--- src/rtl/lsu_multi_outstanding_if.sv ---
// Request, response and data-bus bundle for the multi-outstanding LSU.
// slave = LSU side; master = pipeline/bus-model side.
interface lsu_multi_outstanding_if #(
  parameter int ADDR_WIDTH = 32,
  parameter int TAG_WIDTH  = 4
);
  logic                  req_valid;
  logic                  req_ready;
  logic                  req_wr;
  logic [1:0]            req_dtype;
  logic                  req_unsigned;
  logic [ADDR_WIDTH-1:0] req_addr;
  logic [31:0]           req_wdata;
  logic [TAG_WIDTH-1:0]  req_tag;
  logic                  flush;
  logic                  rsp_valid;
  logic                  rsp_ready;
  logic                  rsp_wr;
  logic [31:0]           rsp_rdata;
  logic [TAG_WIDTH-1:0]  rsp_tag;
  logic                  rsp_err;
  logic                  rsp_misaligned;
  logic                  busy;
  logic                  data_req;
  logic                  data_wr;
  logic                  data_gnt;
  logic [ADDR_WIDTH-1:0] data_addr;
  logic [31:0]           data_wdata;
  logic [3:0]            data_be;
  logic [31:0]           data_rdata;
  logic                  data_valid;
  logic                  data_error;

  modport slave (
    input  req_valid, req_wr, req_dtype, req_unsigned, req_addr, req_wdata, req_tag,
    input  flush, rsp_ready, data_gnt, data_rdata, data_valid, data_error,
    output req_ready, rsp_valid, rsp_wr, rsp_rdata, rsp_tag, rsp_err, rsp_misaligned,
    output busy, data_req, data_wr, data_addr, data_wdata, data_be
  );

  modport master (
    output req_valid, req_wr, req_dtype, req_unsigned, req_addr, req_wdata, req_tag,
    output flush, rsp_ready, data_gnt, data_rdata, data_valid, data_error,
    input  req_ready, rsp_valid, rsp_wr, rsp_rdata, rsp_tag, rsp_err, rsp_misaligned,
    input  busy, data_req, data_wr, data_addr, data_wdata, data_be
  );
endinterface

--- src/rtl/lsu_multi_outstanding.sv ---
// In-order LSU with DEPTH outstanding bus transactions; load response one cycle after data_valid.
// Backpressure: req_ready drops when full or flushing; rsp_ready low holds the head response stable.
module lsu_multi_outstanding #(
  parameter int DEPTH      = 2,
  parameter int ADDR_WIDTH = 32,
  parameter int TAG_WIDTH  = 4
) (
  input  logic                    clk,
  input  logic                    reset_n,
  lsu_multi_outstanding_if.slave  lsu
);
  localparam int PW = (DEPTH > 1) ? $clog2(DEPTH) : 1;
  localparam int CW = PW + 1;
  typedef logic [PW-1:0] ptr_t;
  typedef logic [CW-1:0] cnt_t;
  localparam cnt_t DEPTH_C = cnt_t'(DEPTH);

  logic [DEPTH-1:0]     r_wr, r_uns, r_done, r_err, r_mis, r_kill;
  logic [1:0]           r_dtype [DEPTH];
  logic [1:0]           r_off   [DEPTH];
  logic [TAG_WIDTH-1:0] r_tag   [DEPTH];
  logic [31:0]          r_rdata [DEPTH];
  ptr_t                 r_wptr, r_rptr, r_cptr;
  cnt_t                 r_cnt;
  cnt_t                 r_pend;  // entries from cptr up to wptr

  logic        w_mis, w_room, w_req, w_acc, w_dv, w_head_done, w_rsp_vld, w_pop;
  logic [3:0]  w_be;
  logic [31:0] w_wd, w_sh, w_ext, w_cap;
  logic [DEPTH-1:0] w_done_nxt;
  ptr_t        w_scan;
  cnt_t        w_rem;

  assign w_mis  = ((lsu.req_dtype == 2'd1) & lsu.req_addr[0]) |
                  (lsu.req_dtype[1] & (lsu.req_addr[1:0] != 2'b00));
  assign w_room = r_cnt < DEPTH_C;
  assign w_req  = lsu.req_valid & ~w_mis & ~lsu.flush & w_room;
  assign lsu.req_ready = ~lsu.flush & w_room & (w_mis | lsu.data_gnt);
  assign w_acc  = lsu.req_valid & lsu.req_ready;

  always_comb begin
    w_be = 4'b1111;
    w_wd = lsu.req_wdata;
    case (lsu.req_dtype)
      2'd0: begin
        w_be = 4'b0001 << lsu.req_addr[1:0];
        w_wd = {4{lsu.req_wdata[7:0]}};
      end
      2'd1: begin
        w_be = 4'b0011 << lsu.req_addr[1:0];
        w_wd = {2{lsu.req_wdata[15:0]}};
      end
      default: ;
    endcase
  end

  assign lsu.data_req   = w_req;
  assign lsu.data_wr    = w_req & lsu.req_wr;
  assign lsu.data_addr  = w_req ? {lsu.req_addr[ADDR_WIDTH-1:2], 2'b00} : '0;
  assign lsu.data_wdata = w_req ? w_wd : 32'd0;
  assign lsu.data_be    = w_req ? w_be : 4'd0;

  // Beats with nothing granted outstanding (e.g. after reset) are dropped.
  assign w_dv = lsu.data_valid & (r_pend != '0);
  assign w_sh = lsu.data_rdata >> {r_off[r_cptr], 3'b000};

  always_comb begin
    w_ext = w_sh;
    case (r_dtype[r_cptr])
      2'd0: w_ext = r_uns[r_cptr] ? {24'd0, w_sh[7:0]}  : {{24{w_sh[7]}}, w_sh[7:0]};
      2'd1: w_ext = r_uns[r_cptr] ? {16'd0, w_sh[15:0]} : {{16{w_sh[15]}}, w_sh[15:0]};
      default: ;
    endcase
    w_cap = (lsu.data_error | r_wr[r_cptr]) ? 32'd0 : w_ext;
  end

  // Move the capture pointer past the completed entry and any misaligned ones behind it.
  always_comb begin
    w_done_nxt = r_done;
    if (w_dv)  w_done_nxt[r_cptr] = 1'b1;
    if (w_acc) w_done_nxt[r_wptr] = w_mis;
    w_scan = w_dv ? r_cptr + 1'b1 : r_cptr;
    w_rem  = r_pend + cnt_t'(w_acc) - cnt_t'(w_dv);
    for (int i = 0; i < DEPTH; i++) begin
      if ((w_rem != '0) && w_done_nxt[w_scan]) begin
        w_scan = w_scan + 1'b1;
        w_rem  = w_rem - 1'b1;
      end
    end
  end

  assign w_head_done = (r_cnt != '0) & r_done[r_rptr];
  assign w_rsp_vld   = w_head_done & ~r_kill[r_rptr];
  assign w_pop       = w_head_done & (r_kill[r_rptr] | lsu.rsp_ready);

  assign lsu.rsp_valid      = w_rsp_vld;
  assign lsu.rsp_wr         = w_rsp_vld & r_wr[r_rptr];
  assign lsu.rsp_rdata      = w_rsp_vld ? r_rdata[r_rptr] : 32'd0;
  assign lsu.rsp_tag        = w_rsp_vld ? r_tag[r_rptr] : '0;
  assign lsu.rsp_err        = w_rsp_vld & r_err[r_rptr];
  assign lsu.rsp_misaligned = w_rsp_vld & r_mis[r_rptr];
  assign lsu.busy           = r_cnt != '0;

  always_ff @(posedge clk or negedge reset_n) begin
    if (!reset_n) begin
      r_wr   <= '0;
      r_uns  <= '0;
      r_done <= '0;
      r_err  <= '0;
      r_mis  <= '0;
      r_kill <= '0;
      for (int i = 0; i < DEPTH; i++) begin
        r_dtype[i] <= 2'd0;
        r_off[i]   <= 2'd0;
        r_tag[i]   <= '0;
        r_rdata[i] <= 32'd0;
      end
      r_wptr <= '0;
      r_rptr <= '0;
      r_cptr <= '0;
      r_cnt  <= '0;
      r_pend <= '0;
    end else begin
      r_done <= w_done_nxt;
      if (lsu.flush) r_kill <= '1;
      if (w_dv) begin
        r_err[r_cptr]   <= lsu.data_error;
        r_rdata[r_cptr] <= w_cap;
      end
      if (w_acc) begin
        r_wr[r_wptr]    <= lsu.req_wr;
        r_uns[r_wptr]   <= lsu.req_unsigned;
        r_dtype[r_wptr] <= lsu.req_dtype;
        r_off[r_wptr]   <= lsu.req_addr[1:0];
        r_tag[r_wptr]   <= lsu.req_tag;
        r_err[r_wptr]   <= 1'b0;
        r_mis[r_wptr]   <= w_mis;
        r_kill[r_wptr]  <= 1'b0;
        r_rdata[r_wptr] <= 32'd0;
      end
      r_wptr <= r_wptr + ptr_t'(w_acc);
      r_rptr <= r_rptr + ptr_t'(w_pop);
      r_cptr <= w_scan;
      r_pend <= w_rem;
      r_cnt  <= r_cnt + cnt_t'(w_acc) - cnt_t'(w_pop);
    end
  end

  a_no_orphan_beat: assert property (@(posedge clk) disable iff (!reset_n)
                                     lsu.data_valid |-> (r_pend != '0));
endmodule
--- src/flat_wrapper.sv ---
// flat-port wrapper written by rule: the top's interface ports become plain ports
module lsu_multi_outstanding_flat 
#(
  parameter int DEPTH      = 2,
  parameter int ADDR_WIDTH = 32,
  parameter int TAG_WIDTH  = 4
)
  (clk, reset_n, lsu_req_valid, lsu_req_wr, lsu_req_dtype, lsu_req_unsigned, lsu_req_addr, lsu_req_wdata, lsu_req_tag, lsu_flush, lsu_rsp_ready, lsu_data_gnt, lsu_data_rdata, lsu_data_valid, lsu_data_error, lsu_req_ready, lsu_rsp_valid, lsu_rsp_wr, lsu_rsp_rdata, lsu_rsp_tag, lsu_rsp_err, lsu_rsp_misaligned, lsu_busy, lsu_data_req, lsu_data_wr, lsu_data_addr, lsu_data_wdata, lsu_data_be);
  lsu_multi_outstanding_if #(.ADDR_WIDTH(ADDR_WIDTH), .TAG_WIDTH(TAG_WIDTH)) lsu_i ();
  input  logic clk;
  input  logic reset_n;
  input wire logic [$bits(lsu_i.req_valid)-1:0] lsu_req_valid;
  input wire logic [$bits(lsu_i.req_wr)-1:0] lsu_req_wr;
  input wire logic [$bits(lsu_i.req_dtype)-1:0] lsu_req_dtype;
  input wire logic [$bits(lsu_i.req_unsigned)-1:0] lsu_req_unsigned;
  input wire logic [$bits(lsu_i.req_addr)-1:0] lsu_req_addr;
  input wire logic [$bits(lsu_i.req_wdata)-1:0] lsu_req_wdata;
  input wire logic [$bits(lsu_i.req_tag)-1:0] lsu_req_tag;
  input wire logic [$bits(lsu_i.flush)-1:0] lsu_flush;
  input wire logic [$bits(lsu_i.rsp_ready)-1:0] lsu_rsp_ready;
  input wire logic [$bits(lsu_i.data_gnt)-1:0] lsu_data_gnt;
  input wire logic [$bits(lsu_i.data_rdata)-1:0] lsu_data_rdata;
  input wire logic [$bits(lsu_i.data_valid)-1:0] lsu_data_valid;
  input wire logic [$bits(lsu_i.data_error)-1:0] lsu_data_error;
  output wire logic [$bits(lsu_i.req_ready)-1:0] lsu_req_ready;
  output wire logic [$bits(lsu_i.rsp_valid)-1:0] lsu_rsp_valid;
  output wire logic [$bits(lsu_i.rsp_wr)-1:0] lsu_rsp_wr;
  output wire logic [$bits(lsu_i.rsp_rdata)-1:0] lsu_rsp_rdata;
  output wire logic [$bits(lsu_i.rsp_tag)-1:0] lsu_rsp_tag;
  output wire logic [$bits(lsu_i.rsp_err)-1:0] lsu_rsp_err;
  output wire logic [$bits(lsu_i.rsp_misaligned)-1:0] lsu_rsp_misaligned;
  output wire logic [$bits(lsu_i.busy)-1:0] lsu_busy;
  output wire logic [$bits(lsu_i.data_req)-1:0] lsu_data_req;
  output wire logic [$bits(lsu_i.data_wr)-1:0] lsu_data_wr;
  output wire logic [$bits(lsu_i.data_addr)-1:0] lsu_data_addr;
  output wire logic [$bits(lsu_i.data_wdata)-1:0] lsu_data_wdata;
  output wire logic [$bits(lsu_i.data_be)-1:0] lsu_data_be;
  assign lsu_i.req_valid = lsu_req_valid;
  assign lsu_i.req_wr = lsu_req_wr;
  assign lsu_i.req_dtype = lsu_req_dtype;
  assign lsu_i.req_unsigned = lsu_req_unsigned;
  assign lsu_i.req_addr = lsu_req_addr;
  assign lsu_i.req_wdata = lsu_req_wdata;
  assign lsu_i.req_tag = lsu_req_tag;
  assign lsu_i.flush = lsu_flush;
  assign lsu_i.rsp_ready = lsu_rsp_ready;
  assign lsu_i.data_gnt = lsu_data_gnt;
  assign lsu_i.data_rdata = lsu_data_rdata;
  assign lsu_i.data_valid = lsu_data_valid;
  assign lsu_i.data_error = lsu_data_error;
  assign lsu_req_ready = lsu_i.req_ready;
  assign lsu_rsp_valid = lsu_i.rsp_valid;
  assign lsu_rsp_wr = lsu_i.rsp_wr;
  assign lsu_rsp_rdata = lsu_i.rsp_rdata;
  assign lsu_rsp_tag = lsu_i.rsp_tag;
  assign lsu_rsp_err = lsu_i.rsp_err;
  assign lsu_rsp_misaligned = lsu_i.rsp_misaligned;
  assign lsu_busy = lsu_i.busy;
  assign lsu_data_req = lsu_i.data_req;
  assign lsu_data_wr = lsu_i.data_wr;
  assign lsu_data_addr = lsu_i.data_addr;
  assign lsu_data_wdata = lsu_i.data_wdata;
  assign lsu_data_be = lsu_i.data_be;
  lsu_multi_outstanding #(.DEPTH(DEPTH), .ADDR_WIDTH(ADDR_WIDTH), .TAG_WIDTH(TAG_WIDTH)) u_core (.clk(clk), .reset_n(reset_n), .lsu(lsu_i));
endmodule
--- config.mk ---
export PLATFORM = sky130hd
export DESIGN_NAME = lsu_multi_outstanding_flat
export DESIGN_NICKNAME = d
export VERILOG_FILES = /design/src/rtl/lsu_multi_outstanding_if.sv /design/src/rtl/lsu_multi_outstanding.sv /design/src/flat_wrapper.sv
export SDC_FILE = /design/constraint.sdc
export NUM_CORES = 1
export LEC_CHECK = 0
export CAP_MARGIN = 0
export CORE_MARGIN = 10
export CORE_UTILIZATION = 41
export DETAILED_ROUTE_END_ITERATION = 7
export MAX_ROUTING_LAYER = met4
export PLACE_DENSITY_LB_ADDON = 0.15
export RECOVER_POWER = 100
export REMOVE_ABC_BUFFERS = 1
export SKIP_CTS_REPAIR_TIMING = 1
export SLEW_MARGIN = 20
export SYNTH_ARGS = -nofsm -noshare
export SYNTH_HDL_FRONTEND = slang
export SYNTH_SLANG_ARGS = --single-unit
--- constraint.sdc ---
create_clock -name clk -period 3.2 [get_ports clk]
set_clock_uncertainty 0.1 [all_clocks]
set_input_delay 0.48 -clock clk [delete_from_list [all_inputs] [get_ports clk]]
set_output_delay 0.48 -clock clk [all_outputs]
set_load 0.05 [all_outputs]
==> impl_metrics.tcl, run 1 <==
set metrics [dict create \
    endpoint_kind "register" \
    synthMuxAreaShare 0.201 \
    final_area_um2 9450 \
    gp_congestion 0.958 \
    crit_chain "clkdlybuf4s50_1 -> nor2_1 -> nand2_1 -> nor2_2 -> ha_2 -> xor2_1 -> xnor2_1 -> ha_2 -> or3_4 -> mux2_4 -> ha_4 -> o21bai_2 -> xor2_1" \
    synth_seq_cells 99 \
    clk_path_buf_depth 2 \
    critical_path_class "input pin to register" \
    wire_per_inst_um 19.5 \
    min_period_ns 3.15 \
    die_area_um2 20500 \
    clkTransAtPathRegs_ns 0.07 \
    synth_fa_ha_area_frac 0.0161 \
    ir_worst_vdd_v 0.000530 \
    fillers 1209 \
    die-width_um 143 \
    postSynthCellCount 672 \
    vias 6087 \
    syn-cell-area_um2 6230 \
    slew_violations 37 \
    fmaxAchievable_mhz 317 \
    synth_top_family_by_area "multiplexers" \
    ys_warn_count 0 \
    yosys_most_used_dff "dfrtp_1" \
    async_reset_ff_frac 1.00 \
    drcViolationCount 0 \
    synth-compound-area-share 0.158 \
    overflow 0 \
    multi_input_area_um2 3550 \
    firstDrtPassIters 8 \
    cts_sinks 99 \
    synth-xor-area-share 0.0169 \
    final-seq-area_um2 2480 \
    cts_tree "done" \
    grt.total_usage 0.206 \
    ys_seq_area_frac 0.397 \
    grt_pass1_vias 6177 \
    critical_path.max_stage_delay_ns 0.43 \
    start_kind "input pin" \
    drv_cap 1 \
    synthSimpleGateAreaFrac 0.166 \
    leakage_uw 0.00432 \
    worst_slew_pin_slew_ns 2.03 \
    antenna_found_initial 0 \
    critPathRequiredTime_ns 3.32 \
    fp.dieH_um 143 \
    most-common-layout-cells "nor2_1 (129), buf_4 (111), clkdlybuf4s50_1 (106), dfrtp_1 (98), mux2i_1 (69)" \
    ioPinCount 224 \
    cp.arrival_ns 3.27 \
    period_share 0.984 \
    hold_viol_final 0 \
    n_antenna_cell 0 \
    cp.buffers_inverters 1 \
    grt_first_pass_wirelength_mm 32.9 \
    initial_core_util 0.415 \
    power_density_nw_per_um2 818 \
    max_slew_margin -0.353 \
    cpMaxStageDelayCell "clkdlybuf4s50_1" \
    final_common_cell "nor2_1" \
    postSynthAreaPerCell_um2 9.28 \
    grt_start_max_net_pins 42 \
    final_nets 1026 \
    rows 45 \
    dp_hpwl_mm 16.7 \
    viasPerCell 5.54 \
    violations "max-capacitance violations, max-slew violations" \
    critPathMaxFanout 5 \
    drive_gt1_frac 0.259 \
    io_buffer_count 221 \
    synth_edf_count 0 \
    drt_wl_total_mm 21.4 \
    setup_violations 0 \
    root_buffer "clkbuf_16" \
    postPlaceCellArea_um2 9060 \
    cpLargestDelayFamily "simple AND/OR/NAND/NOR gates" \
    ctsHtreeMaxLevel 3 \
    core-area_um2 15000 \
    status "finished, violations left" \
    instances_no_fill 1099 \
    ant_nets 0 \
    p_total_uw 7730 \
    syn_to_final_growth_pct 51.6 \
    clk_latency_ns 0.34 \
    cts_buffers 9 \
    dp.cells 1077 \
    hold_path.class "register to register" \
    synth_cell_type_count 51 \
    drtIter0Drc 481 \
]
==> area by class of cell <==
type,instances,share of cell area
Clock buffer,10,0.0242
Clock inverter,6,0.00450
Inverter,16,0.00635
Multi-Input combinational cell,511,0.376
Sequential cell,99,0.262
Tap cell,188,0.0249
Timing Repair Buffer,269,0.302
==> cells by family (layout without fill, tap and decap cells) <==
family | after synthesis | after routing
flops | 99 | 99
mux | 110 | 110
compound gates | 143 | 143
xor+xnor | 12 | 12
other cells | 1 | 2
buf+inv | 63 | 301
fa+ha+maj | 8 | 8
simple gates | 236 | 236
==> synth_stat cells (2+ instances only) <==
library cell	instances	area [um^2]
nor2_1	134	503
dfrtp_1	99	2480
mux2i_1	69	691
a21oi_1	45	225
and2_1	41	257
nand2_1	39	146
mux2_2	31	349
clkbuf_1	29	109
a22oi_1	24	180
o21ai_0	20	100
a32o_1	16	160
inv_1	16	60.1
nor3_1	12	60.1
ha_1	8	100
o22ai_1	8	50.1
o2bb2ai_1	8	70.1
xnor2_1	8	70.1
buf_1	7	26.3
mux4_2	7	158
buf_2	5	25.0
xor2_1	4	35.0
buf_4	3	22.5
or3_1	3	18.8
buf_6	2	22.5
mux2_4	2	30.0
nor3b_1	2	15.0
o211ai_1	2	15.0
o21a_1	2	15.0
o21ai_1	2	10.0
o21bai_1	2	15.0
o32a_1	2	20.0
==> registers in the layout, indices dropped and copies added, names as in the netlist, 4 cells and up <==
name            cells
u_core.r_off        4
u_core.r_tag        8
u_core.r_dtype      4
u_core.r_rdata     64
==> per-layer routing <==
layer / track usage / share of wire
met1: 0.238 / 0.40
met5: - / 0
met3: 0.0729 / 0.095
met2: 0.328 / 0.48
met4: 0.0725 / 0.028
==> worst min-delay path, delay by kind of cell, from the launching register on <==
| family | cells | cell delay (ns) |
|---|---|---|
| and+or+nand+nor | 1 | 0.05 |
| DFF | 1 | 0.34 |
| AOI/OAI and AO/OA | 1 | 0.06 |
==> per-stage QoR <==
step	TNS [ns]	setup slack [ns]	util	hold slack, ns
2_1_floorplan	-37.00	-0.808	-	0.0844
3_3_place_gp	-1.40	-0.505	0.603	0.359
3_5_place_dp	-1.71	-0.622	0.603	0.368
4_1_cts	-0.652	-0.269	0.621	0.00590
5_1_grt	-0.105	-0.0554	0.629	0.403
6_report	0	0.0497	0.629	0.383
==> worst paths after layout <==
check | endpoint | slack (ns) | depth (start not counted) | from
max | u_core.r_pend[0]$_DFF_PN0_ | 0.05 | 13 | lsu_flush
min | u_core.r_rdata[27]$_DFF_PN0_ | 0.38 | 2 | u_core.r_rdata[27]$_DFF_PN0_
max reg2reg | u_core.r_pend[0]$_DFF_PN0_ | 0.05 | 13 | u_core.r_pend[1]$_DFF_PN0_
min reg2reg | u_core.r_rdata[27]$_DFF_PN0_ | 0.38 | 2 | u_core.r_rdata[27]$_DFF_PN0_
max in group asynchronous | u_core.r_wr[1]$_DFFE_PN0P_ | 0.59 | 2 | reset_n
min in group asynchronous | u_core.r_rdata[29]$_DFF_PN0_ | 0.60 | 1 | reset_n
==> power by group <==
group          switching (uW)  leakage [uW]  internal (uW)
combinational            2590       0.00293           2110
clock                     467      0.000117            525
sequential                308       0.00128           1740
total                    3370       0.00432           4370
Power figures use the tool's default switching activity.
==> run 2: changes to the inputs <==
Settings changed: CORE_MARGIN 10 to 2.
==> run 2 against run 1 <==
The run now ends clean. First-iteration DRC count fell by 17%. Sequential share of layout area rose by 1.8 points. Die area fell by 21%. Clock-buffer cell count rose by 1. Non-clock buffer count fell by 1. Flip-flop and latch count did not move. Critical path depth rose by 1. Critical path type is now register to register. Critical endpoint is now u_core.r_cptr$_DFF_PN0_. Largest cell class unchanged.
==> impl_metrics.tcl, run 2 (synthesis results as in run 1) <==
set metrics [dict create \
    grt.total_usage 0.244 \
    drtIter0Drc 401 \
    firstDrtPassIters 5 \
    die-width_um 127 \
    fin_ws_ns 0.0557 \
    postPlaceCellArea_um2 9110 \
    min_period_ns 3.14 \
    cts_tree "done" \
    final_common_cell "nor2_1" \
    clkTransAtPathRegs_ns 0.07 \
    antenna_found_initial 0 \
    final-seq-area_um2 2480 \
    endpoint_kind "register" \
    die_area_um2 16200 \
    final_nets 1025 \
    switching_share 0.423 \
    core-area_um2 15000 \
    largestRegisters "u_core.r_rdata: 64 flops, u_core.r_tag: 8 flops" \
    grt_pass1_vias 5989 \
    max_slew_margin 0.00550 \
    ctsHtreeMaxLevel 3 \
    multi_input_area_um2 3510 \
    place_ws_ns -0.570 \
    hold_path.class "input pin to async pin" \
    overflow 0 \
    ioPinCount 224 \
    final_area_um2 8830 \
    dp_hpwl_mm 14.6 \
    total_switching_power_uw 3310 \
    hold_viol_final 0 \
    drcViolationCount 0 \
    initial_core_util 0.415 \
    root_buffer "clkbuf_16" \
    critPathMaxFanout 5 \
    io_buffer_count 221 \
    cpLargestDelayFamily "adder cells" \
    gp_congestion 0.904 \
    vias 6023 \
    worst-r2r-cell-count 14 \
    ant_nets 0 \
    status "finished clean" \
    fillers 1322 \
    ir_worst_vdd_v 0.000532 \
    crit_chain "o21ai_2 -> inv_1 -> ha_1 -> inv_1 -> ha_1 -> xor2_1 -> xnor2_1 -> ha_2 -> or3_4 -> mux2_4 -> ha_4 -> and2_1 -> o21ai_1 -> o311ai_1" \
    critPathRequiredTime_ns 3.31 \
    clockPowerShare 0.160 \
    grt_first_pass_wirelength_mm 30.4 \
    p_seq_frac 0.261 \
    top_register "u_core.r_rdata" \
    critical_path_class "register to register" \
    n_antenna_cell 0 \
    setup_violations 0 \
    cp.arrival_ns 3.25 \
    clk_path_buf_depth 2 \
    fmaxAchievable_mhz 318 \
    cts_sinks 99 \
    drv_cap 0 \
    clk_latency_ns 0.35 \
    cpMaxStageDelayCell "dfrtp_1" \
    period_share 0.983 \
    drive_gt1_frac 0.237 \
    combPwrFrac 0.579 \
    drt_wl_total_mm 19.4 \
    start_kind "register" \
    viasPerCell 5.49 \
    power_density_nw_per_um2 887 \
    cp.buffers_inverters 2 \
    p_int_uw 4520 \
    largest_reg_flops 64 \
    rows 45 \
    fp.dieH_um 127 \
    critical_path.max_stage_delay_ns 0.40 \
    wire_per_inst_um 17.7 \
    syn_to_final_growth_pct 41.7 \
    slew_violations 0 \
    utilization 0.588 \
    cts_buffers 9 \
    path_depth 14 \
    most-common-layout-cells "nor2_1 (131), clkdlybuf4s50_1 (105), dfrtp_1 (99), mux2i_1 (70), clkbuf_2 (62)" \
    grt_start_max_net_pins 59 \
    leakage_uw 0.00417 \
    worst_slew_pin_slew_ns 1.49 \
]
-- run 2: changes by cell type in the layout (fill, tap and decap cells not counted), sizes merged, moves of 3 or more --
| cell | change |
|---|---|
| bufinv | +3 |
| clkinvlp | -4 |
| clkbuf | +107 |
| buf | -107 |
-- run 2: layer usage --
layer	part of all wire	wire [um]	vias up	global-route usage
li1	-	-	2836	-
met1	0.42	8070	2900	0.299
met2	0.49	9600	256	0.407
met3	0.065	1270	31	0.0511
met4	0.024	471	0	0.0743
met5	0	0	-	-
-- run 2: metrics by stage --
step / TNS, ns / hold WS [ns] / instances / total power [uW]
2_1_floorplan: -37.00 / 0.0844 / 626 / 4970
3_3_place_gp: -1.27 / 0.362 / 1079 / 6330
3_5_place_dp: -1.58 / 0.370 / 1079 / 6500
4_1_cts: -0.487 / 0.131 / 1094 / 7770
5_1_grt: -0.209 / 0.400 / 1097 / 8370
6_report: 0 / 0.374 / 1097 / 7840
-- run 2: power by group through the flow --
stage / Combinational (uW) / Clock, uW / Sequential, uW
finish: 4540 / 1250 / 2040
global route: 4920 / 1350 / 2100
CTS: 4450 / 1280 / 2050
floorplan: 2880 / 0 / 2090
global placement: 4290 / 0 / 2040
detailed placement: 4430 / 0 / 2070
-- run 2: path summary, 6_finish.rpt --
| kind | from | to | slack (ns) |
|---|---|---|---|
| worst max-delay path | u_core.r_pend[0]$_DFF_PN0_ | u_core.r_cptr$_DFF_PN0_ | 0.06 |
| worst min-delay path | reset_n | u_core.r_rdata[24]$_DFF_PN0_ | 0.37 |
| worst max register to register | u_core.r_pend[0]$_DFF_PN0_ | u_core.r_cptr$_DFF_PN0_ | 0.06 |
| worst min register to register | u_core.r_rdata[25]$_DFF_PN0_ | u_core.r_rdata[25]$_DFF_PN0_ | 0.38 |
| max in group asynchronous | reset_n | u_core.r_dtype[2]$_DFFE_PN0P_ | 0.94 |
| min in group clk | u_core.r_rdata[25]$_DFF_PN0_ | u_core.r_rdata[25]$_DFF_PN0_ | 0.38 |
-- run 2: final cells by class --
cell class / instances / share of cell area
flip-flops and latches: 99 / 0.280
clock inverters: 4 / 0.0110
repair buffers: 268 / 0.249
clock buffers: 11 / 0.0286
multi-input cells: 511 / 0.398
inverters: 16 / 0.00680
well taps: 188 / 0.0266
-- run 2: worst reg2reg max path: cells and delay by family (launching register included) --
kind / cells / cell delay (ns)
compound gates: 3 / 0.40
xor+xnor: 2 / 0.31
fa+ha+maj: 4 / 0.82
buf+inv: 2 / 0.13
flops: 1 / 0.40
mux: 1 / 0.33
simple gates: 2 / 0.51
